===== config.mk =====
export PLATFORM = sky130hd
export DESIGN_NAME = iterative_divider
export DESIGN_NICKNAME = d
export VERILOG_FILES = /design/src/rtl/iterative_divider.sv
export SDC_FILE = /design/constraint.sdc
export NUM_CORES = 1
export LEC_CHECK = 0
export CORE_MARGIN = 1
export CORE_UTILIZATION = 58
export DETAILED_ROUTE_END_ITERATION = 10
export PLACE_DENSITY_LB_ADDON = 0.1
export SKIP_CTS_REPAIR_TIMING = 1
export SYNTH_ARGS = -nofsm -noshare
export SYNTH_HDL_FRONTEND = slang
export SYNTH_SLANG_ARGS = --single-unit

===== constraint.sdc =====
create_clock -name wb_clk_i -period 9.8 [get_ports wb_clk_i]
set_input_delay 1.47 -clock wb_clk_i [delete_from_list [all_inputs] [get_ports wb_clk_i]]
set_output_delay 1.47 -clock wb_clk_i [all_outputs]
set_load 0.01 [all_outputs]

===== src/rtl/iterative_divider.sv =====
// Radix-2 restoring integer divider, signed/unsigned, one quotient bit per cycle.
// Optional macro DIV_EARLY_OUT_EN: trivial operands complete on the acceptance edge.
module iterative_divider #(
    parameter int unsigned WIDTH = 32,
    parameter int unsigned TAG_W = 6
) (
    input  logic             wb_clk_i,
    input  logic             rst_n,
    input  logic             in_valid,
    output logic             in_ready,
    input  logic             in_signed,
    input  logic [WIDTH-1:0] in_dividend,
    input  logic [WIDTH-1:0] in_divisor,
    input  logic [TAG_W-1:0] in_tag,
    input  logic             flush,
    output logic             out_valid,
    input  logic             out_ready,
    output logic [WIDTH-1:0] out_quotient,
    output logic [WIDTH-1:0] out_remainder,
    output logic [TAG_W-1:0] out_tag,
    output logic             busy
);

    localparam int unsigned CNT_W = $clog2(WIDTH);
    localparam logic [CNT_W-1:0] LAST_STEP = CNT_W'(WIDTH - 1);

    typedef enum logic [1:0] {IDLE, BUSY, DONE} state_t;

    state_t state, state_next;

    logic [CNT_W-1:0] cnt;
    logic [WIDTH-1:0] rem;
    logic [WIDTH-1:0] quo;
    logic [WIDTH-1:0] dvs;
    logic             neg_q;
    logic             neg_r;
    logic             div_zero;

    logic             accept;
    logic             step;
    logic             finish;

    logic [WIDTH-1:0] mag_a;
    logic [WIDTH-1:0] mag_b;
    logic [WIDTH:0]   rem_sh;
    logic             ge;
    logic [WIDTH-1:0] rem_step;
    logic [WIDTH-1:0] quo_step;
    logic [WIDTH-1:0] q_fix;
    logic [WIDTH-1:0] r_fix;

    logic             early;
    logic [WIDTH-1:0] early_q;
    logic [WIDTH-1:0] early_r;

    // Operand magnitudes and one restoring step on the current partial remainder.
    always_comb begin
        mag_a    = (in_signed && in_dividend[WIDTH-1]) ? WIDTH'(-in_dividend) : in_dividend;
        mag_b    = (in_signed && in_divisor[WIDTH-1])  ? WIDTH'(-in_divisor)  : in_divisor;
        rem_sh   = {rem, quo[WIDTH-1]};
        ge       = (rem_sh >= {1'b0, dvs});
        rem_step = ge ? WIDTH'(rem_sh - {1'b0, dvs}) : rem_sh[WIDTH-1:0];
        quo_step = {quo[WIDTH-2:0], ge};
        // A zero divisor leaves rem = |dividend|, so the sign fix restores the original dividend.
        q_fix    = div_zero ? '1 : (neg_q ? WIDTH'(-quo_step) : quo_step);
        r_fix    = neg_r ? WIDTH'(-rem_step) : rem_step;
    end

`ifdef DIV_EARLY_OUT_EN
    always_comb begin
        early   = 1'b0;
        early_q = '0;
        early_r = '0;
        if (in_divisor == '0) begin
            early   = 1'b1;
            early_q = '1;
            early_r = in_dividend;
        end else if (in_signed && (in_dividend == {1'b1, {(WIDTH-1){1'b0}}}) && (in_divisor == '1)) begin
            early   = 1'b1;
            early_q = in_dividend;
            early_r = '0;
        end else if (mag_a < mag_b) begin
            early   = 1'b1;
            early_q = '0;
            early_r = in_dividend;
        end
    end
`else
    assign early   = 1'b0;
    assign early_q = '0;
    assign early_r = '0;
`endif

    always_ff @(posedge wb_clk_i or negedge rst_n) begin
        if (!rst_n) state <= IDLE;
        else        state <= state_next;
    end

    // Next state and datapath strobes; flush overrides accept, step and consume.
    always_comb begin
        state_next = state;
        accept     = 1'b0;
        step       = 1'b0;
        finish     = 1'b0;
        case (state)
            IDLE: begin
                if (in_valid) begin
                    accept     = 1'b1;
                    state_next = early ? DONE : BUSY;
                end
            end
            BUSY: begin
                step = 1'b1;
                if (cnt == LAST_STEP) begin
                    finish     = 1'b1;
                    state_next = DONE;
                end
            end
            DONE: begin
                if (out_ready) state_next = IDLE;
            end
            default: state_next = IDLE;
        endcase
        if (flush) begin
            state_next = IDLE;
            accept     = 1'b0;
            step       = 1'b0;
            finish     = 1'b0;
        end
    end

    always_ff @(posedge wb_clk_i or negedge rst_n) begin
        if (!rst_n) begin
            cnt           <= '0;
            rem           <= '0;
            quo           <= '0;
            dvs           <= '0;
            neg_q         <= 1'b0;
            neg_r         <= 1'b0;
            div_zero      <= 1'b0;
            in_ready      <= 1'b1;
            busy          <= 1'b0;
            out_valid     <= 1'b0;
            out_quotient  <= '0;
            out_remainder <= '0;
            out_tag       <= '0;
        end else begin
            in_ready  <= (state_next == IDLE);
            busy      <= (state_next != IDLE);
            out_valid <= (state_next == DONE);
            if (accept) begin
                cnt      <= '0;
                rem      <= '0;
                quo      <= mag_a;
                dvs      <= mag_b;
                neg_q    <= in_signed && (in_dividend[WIDTH-1] ^ in_divisor[WIDTH-1]);
                neg_r    <= in_signed && in_dividend[WIDTH-1];
                div_zero <= (in_divisor == '0);
                out_tag  <= in_tag;
                if (early) begin
                    out_quotient  <= early_q;
                    out_remainder <= early_r;
                end
            end
            if (step) begin
                cnt <= cnt + CNT_W'(1);
                rem <= rem_step;
                quo <= quo_step;
            end
            if (finish) begin
                out_quotient  <= q_fix;
                out_remainder <= r_fix;
            end
        end
    end

endmodule


==> impl_metrics.ini, run 1 <==
[synth]
synth_top_cell_by_area = dfrtp_1
synth_edf_count = 0
synth_area_leaders = dfrtp_1 (38%), o21ai_0 (6.9%), nand2_1 (6.4%), xnor2_1 (6.0%), xor2_1 (4.7%)
ys_warn_count = 0
synth_commonest_cells = nand2_1 (200), dfrtp_1 (178), o21ai_0 (163)
ys_seq_area_share_pct = 37.93
netlist-cell-type-count = 71
syn_nets = 1524
yosys_register_bits = 179
synth_ff_type = dfrtp_1
syn_avg_cell_area_um2 = 8.383
synthCells = 1409
async_flop_share_pct = 100.0
synth_most_common_cell = nand2_1
synth_area_mm2 = 0.01181
yosysTopAreaCellShare_pct = 37.71

[timing]
fin_crit_ps = 5341
slew_violations = 0
fin_skew_ps = 16.98
timing.fmax_ghz = 0.1872
grt_setup_unrepaired = no
hold_violations = 0
worst_hold_slack_ps = 479.9
relSlewSlack_pct = 30.13
setup_viol = 0
setup_tns_ps = 0
fin_crit_sh_pct = 54.50
worst-slew-pin-transition_ps = 1048

[route]
viasPerCell = 6.087
num_vias = 10880
routed-wl-met3_um = 2631
wl_met1_um = 15460
drt-total-wl_um = 32270
highest_layer = met4
dr_wl_met2_um = 13670
dr.pass1.iters = 5
wl_per_cell_um = 18.06
drt_iter0_drc = 932
antenna_left = 0
drc = 0

[pwr]
p_int_mw = 2.120
seqPwrFrac_pct = 25.3
swShare_pct = 47.98
finalPower_mw = 4.076
p_sw_mw = 1.956
power_frac_comb_pct = 56.6
p_leak_nw = 5.996
power_density_mw_per_mm2 = 290.2
ir_drop_mv = 0.2104
clockPowerShare_pct = 18.1

[run_status]
status = completed

[worst_setup_path]
ff2ff_path_depth = 18
r2r_start = rem[21]$_DFFE_PN0P_
r2r_slack_ps = 4460
crit_required_ps = 10090
criticalPathCategory = reg2reg
arrival_ps = 5630
start_kind = register
worstSetupEndpointType = register
r2r_end = out_remainder[30]$_DFFE_PN0P_
crit_fanout = 52

[cells_and_area]
area_delta_synth_final_pct = 18.91
fin_nets = 1624
post_route_cells_drive_above_1_share_pct = 4.731
diodes = 0
nFillCells = 1589
regArea_mm2 = 0.004481
multi_input_area_mm2 = 0.006863

[hold_path]
hold_path_class = reg2reg
hold_path.startpoint = out_tag[1]$_DFFE_PN0P_
hold_depth = 2
hold_end = out_tag[1]$_DFFE_PN0P_

[global_route]
antenna_found_initial = 0
grt_max_degree = 96
grt_pass1_wl_um = 51270
grt_pass1_vias = 9812
gr-usage-all-layers_pct = 31.75
overflow = 0

[placement]
io_buffers = 148
dp_hpwl_um = 23570
place.gp.congestion = 0.9494

[clock_tree]
cts_buffers = 17
root_buffer = clkbuf_16
cts_buffer_depth = 2
clkTransAtPathRegs_ps = 80
htree_levels = 4
clk_latency_ps = 450
tritoncts = done
cts_sinks = 179

[die]
rows = 51
die-area_mm2 = 0.02094
dieWidth_um = 144.7
die_h_um = 144.7
core_area_mm2 = 0.01972
pin_count = 149
start_util_pct = 59.90

[run]
maxCapViolations = 0
==> worst max path at each step <==
stage	slack, ps	startpoint	endpoint	cells past startpoint
5_1_grt	4190	rem[21]$_DFFE_PN0P_	out_remainder[30]$_DFFE_PN0P_	18
3_5_place_dp	4600	rem[21]$_DFFE_PN0P_	out_remainder[30]$_DFFE_PN0P_	18
3_3_place_gp	4780	rem[3]$_DFFE_PN0P_	out_remainder[30]$_DFFE_PN0P_	18
6_report	4460	rem[21]$_DFFE_PN0P_	out_remainder[30]$_DFFE_PN0P_	18
4_1_cts	4580	rem[21]$_DFFE_PN0P_	out_remainder[30]$_DFFE_PN0P_	18
2_1_floorplan	4900	rem[15]$_DFFE_PN0P_	out_remainder[30]$_DFFE_PN0P_	23
==> per-layer routing <==
metal	up-vias	global-route usage [%]
met4	0	8.975
met1	5123	48.50
met5	-	0
li1	5224	-
met3	40	6.055
met2	490	45.19
==> through the flow <==
stage / cell area [µm²] / instances / setup WS (ps) / util, %
floorplan: 11810 / 1409 / 4904 / -
global placement: 13420 / 1755 / 4780 / 68.04
detailed placement: 13420 / 1755 / 4600 / 68.04
CTS: 14040 / 1787 / 4576 / 71.23
global route: 14040 / 1787 / 4188 / 71.23
finish: 14040 / 1787 / 4459 / 71.23
==> cells in the final DEF (no fill, tap or decap), types with 6 or more instances in the layout <==
cell	synthesis	final
a211oi_1	6	6
nor4_1	21	21
ha_1	38	38
nand2b_1	8	8
o41ai_1	9	9
o21ai_0	163	163
nor2_1	101	100
a31oi_1	9	9
o21a_1	6	6
a22o_1	13	13
or3_1	16	16
nor3_1	21	21
dfrtp_1	178	178
clkbuf_16	0	17
nand4_1	15	15
nand2_1	200	199
xor2_1	63	63
and3_1	7	7
xnor2_1	81	81
o21bai_1	8	8
o21ai_1	9	9
nand3_1	17	17
clkdlybuf4s50_1	0	147
buf_4	0	9
mux2i_1	16	16
a22oi_1	30	30
inv_1	50	50
or4_1	12	12
a21o_1	13	13
o31ai_1	25	25
and2_1	10	10
a21oi_1	105	105
==> registers in the layout (all words and copies together), names as in the netlist <==
register and cells:
quo 32, neg_q 1, div_zero 1, rem 32, out_tag 6, neg_r 1, out_quotient 32, dvs 32
out_valid 1, out_remainder 32, in_ready 1, cnt 5, busy 1, state 2
==> cells by family (layout without fill, tap and decap cells) <==
kind of cell	Yosys count	after routing	synth area share [%]
AOI/OAI and AO/OA	442	442	23.07
xor gates and xnor gates	144	144	10.68
adders and majority gates	39	39	4.195
buffers and inverters	127	240	4.100
DFF	179	179	37.93
muxes	21	21	1.928
and+or+nand+nor	457	457	18.09
==> cell type report <==
class	count	share of cell area (%)
tap	265	2.361
multi-input combinational	1103	48.86
inverter	51	1.363
sequential	179	31.90
timing repair buffer	157	11.04
clock buffer	18	3.127
clock inverter	14	1.345
==> power groups by stage <==
stage               Sequential [mW]  Combinational, mW  Clock, mW
floorplan                     0.979               1.70          0
global placement               1.03               2.23          0
detailed placement             1.04               2.23          0
CTS                            1.03               2.26      0.742
global route                   1.05               2.51      0.770
finish                         1.03               2.31      0.738
==> critical path, stage by stage, from the launching register on <==
cell and delay (ps):
dfrtp_1 420, ha_1 430, nand4_1 200, nor4_1 570
nand3_1 190, o221a_2 370, nand2_2 110, buf_4 510
nand2_1 110, o21ai_0 160, ha_1 280, nand3b_1 150
or3_1 410, or4_1 430, o21ai_2 130, nand3_1 140
o31ai_1 310, xor2_1 180, o21ai_1 70
No activity file was read; power rests on OpenSTA's default activity.
==> inputs of run 2 (changes only) <==
--- a/config.mk
+++ b/config.mk
@@ -6,7 +6,7 @@
 export NUM_CORES = 1
 export LEC_CHECK = 0
 export CORE_MARGIN = 1
-export CORE_UTILIZATION = 58
+export CORE_UTILIZATION = 51
 export DETAILED_ROUTE_END_ITERATION = 10
 export PLACE_DENSITY_LB_ADDON = 0.1
 export SKIP_CTS_REPAIR_TIMING = 1
==> constraint.sdc (replaced) <==
create_clock -name wb_clk_i -period 4.54 [get_ports wb_clk_i]
set_input_delay 0.681 -clock wb_clk_i [delete_from_list [all_inputs] [get_ports wb_clk_i]]
set_output_delay 0.681 -clock wb_clk_i [all_outputs]
set_load 0.01 [all_outputs]
==> run 2 against run 1 <==
  * First-iteration DRC count fell by 10%
  * Sequential share of layout area fell by 1.1 points
  * Critical path depth fell by 2
  * Largest cell class unchanged
  * Largest power group unchanged
  * Highest routed layer unchanged
==> impl_metrics.ini, run 2 (same netlist as run 1, synthesis figures left out) <==
[run_status]
status = completed

[worst_setup_path]
r2r_end = out_remainder[31]$_DFFE_PN0P_
path_cells = inv_1, ha_1, inv_1, fa_1, a21o_1, a221oi_4, nand2_1, mux4_2, a211o_1, nor4_4, a31oi_4, nor4_4, nand4_2, o31ai_2, xor2_1, o21ai_1
ff2ff_path_depth = 16
path_buf_inv = 2
start_kind = register
r2r_slack_ps = 200
worstSetupEndpointType = register
crit_fanout = 6
crit_slowest_cell = mux4_2
crit_required_ps = 4840
cp_top_family = compound AO/OA/AOI/OAI gates
slowest_delay_ps = 480
arrival_ps = 4640
r2r_start = quo[31]$_DFFE_PN0P_
criticalPathCategory = reg2reg

[timing]
setup_viol = 0
worst-slew-pin-transition_ps = 1041
relSlewSlack_pct = 30.41
timing.fmax_ghz = 0.2302
fin_crit_ps = 4345
grt_setup_unrepaired = yes
fin_skew_ps = 16.92
fin_crit_sh_pct = 95.70
setup_tns_ps = 0
slew_violations = 0
hold_violations = 0

[pwr]
p_int_mw = 4.844
p_sw_mw = 4.453
ir_drop_mv = 0.3878
swShare_pct = 47.90
power_density_mw_per_mm2 = 639.0
p_leak_nw = 6.171
finalPower_mw = 9.296
seqPwrFrac_pct = 24.0
clockPowerShare_pct = 16.0
power_frac_comb_pct = 60.0

[route]
wl_per_cell_um = 17.97
viasPerCell = 5.906
drt_iter0_drc = 835
drt-total-wl_um = 33150
drc = 0
dr.pass1.iters = 5
num_vias = 10900
antenna_left = 0

[clock_tree]
cts_buffer_depth = 2
clkTransAtPathRegs_ps = 80
root_buffer = clkbuf_16
htree_levels = 4
clk_latency_ps = 450
tritoncts = done
cts_sinks = 179
cts_buffers = 17

[global_route]
grt_pass1_wl_um = 53760
grt_pass1_vias = 10070
gr-usage-all-layers_pct = 28.59
antenna_found_initial = 0
overflow = 0
grt_max_degree = 93

[die]
die-area_mm2 = 0.02377
core_area_mm2 = 0.02271
start_util_pct = 52.01
die_h_um = 154.2
dieWidth_um = 154.2
rows = 55
pin_count = 149

[cells_and_area]
fin_nets = 1662
final_cell_mix = nand2_1 (199), dfrtp_1 (178), o21ai_0 (162), clkdlybuf4s50_1 (147), a21oi_1 (103)
diodes = 0
nFillCells = 1978
post_route_cells_drive_above_1_share_pct = 8.526
final_cell_area_mm2 = 0.01455
final_common_cell = nand2_1
area_delta_synth_final_pct = 23.17

[placement]
placed_cell_area_mm2 = 0.01373
place.gp.congestion = 0.9653
io_buffers = 148
dp_hpwl_um = 24410

[run]
maxCapViolations = 0

[hold_path]
hold_path_class = in2async
==> run 2: cell types whose count changed in the layout (fill, tap and decap cells not counted), moves of 4 or more <==
| cell | before | now |
|---|---|---|
| ha_4 | 0 | 8 |
| ha_1 | 38 | 26 |
| buf_4 | 9 | 45 |
| ha_2 | 0 | 4 |
==> run 2: final cells by class <==
| type | count | area (µm²) | area share (%) |
|---|---|---|---|
| repair buffers | 195 | 1861 | 12.79 |
| multi-input cells | 1103 | 7069 | 48.59 |
| inverters | 51 | 191.4 | 1.316 |
| flip-flops and latches | 179 | 4481 | 30.80 |
| clock inverters | 14 | 160.2 | 1.101 |
| clock buffers | 18 | 429.2 | 2.950 |
| well taps | 285 | 356.6 | 2.451 |
==> run 2: worst max path at each step <==
stage | cells after the start | end | start
2_1_floorplan | 23 | out_remainder[30]$_DFFE_PN0P_ | rem[14]$_DFFE_PN0P_
3_3_place_gp | 18 | out_remainder[29]$_DFFE_PN0P_ | quo[31]$_DFFE_PN0P_
3_5_place_dp | 18 | out_remainder[31]$_DFFE_PN0P_ | quo[31]$_DFFE_PN0P_
4_1_cts | 18 | out_remainder[31]$_DFFE_PN0P_ | quo[31]$_DFFE_PN0P_
5_1_grt | 18 | out_remainder[28]$_DFFE_PN0P_ | rem[19]$_DFFE_PN0P_
6_report | 16 | out_remainder[31]$_DFFE_PN0P_ | quo[31]$_DFFE_PN0P_
==> run 2: per-layer routing <==
metal,global-route usage [%],vias to the layer above,part of all wire (%)
met5,0,-,0
met4,7.095,0,1.4
met3,3.811,38,5.8
met2,41.17,372,43
met1,44.80,5171,50
li1,-,5315,-
==> run 2: power groups by stage <==
stage / registers (mW) / logic [mW] / clock network (mW)
CTS: 2.21 / 5.25 / 1.51
finish: 2.23 / 5.57 / 1.49
global route: 2.28 / 6.08 / 1.58
floorplan: 2.11 / 3.72 / 0
global placement: 2.22 / 5.22 / 0
detailed placement: 2.23 / 5.21 / 0
==> run 2: metrics by stage <==
stage	cells	setup WS [ps]	utilization, %	hold slack (ps)
4_1_cts	1840	-113.3	63.07	365.5
3_5_place_dp	1808	-0.6097	60.47	459.4
2_1_floorplan	1409	32.86	-	385.4
5_1_grt	1845	-35.64	64.06	375.2
3_3_place_gp	1808	58.88	60.47	456.8
6_report	1845	195.1	64.06	287.6
==> run 2: worst reg2reg max path: stages (launching register included) <==
cell and delay [ps]:
dfrtp_1 450, inv_1 90, ha_1 170, inv_1 60, fa_1 400, a21o_1 250, a221oi_4 390, nand2_1 90
mux4_2 480, a211o_1 300, nor4_4 310, a31oi_4 190, nor4_4 320, nand4_2 190, o31ai_2 250, xor2_1 200
o21ai_1 80
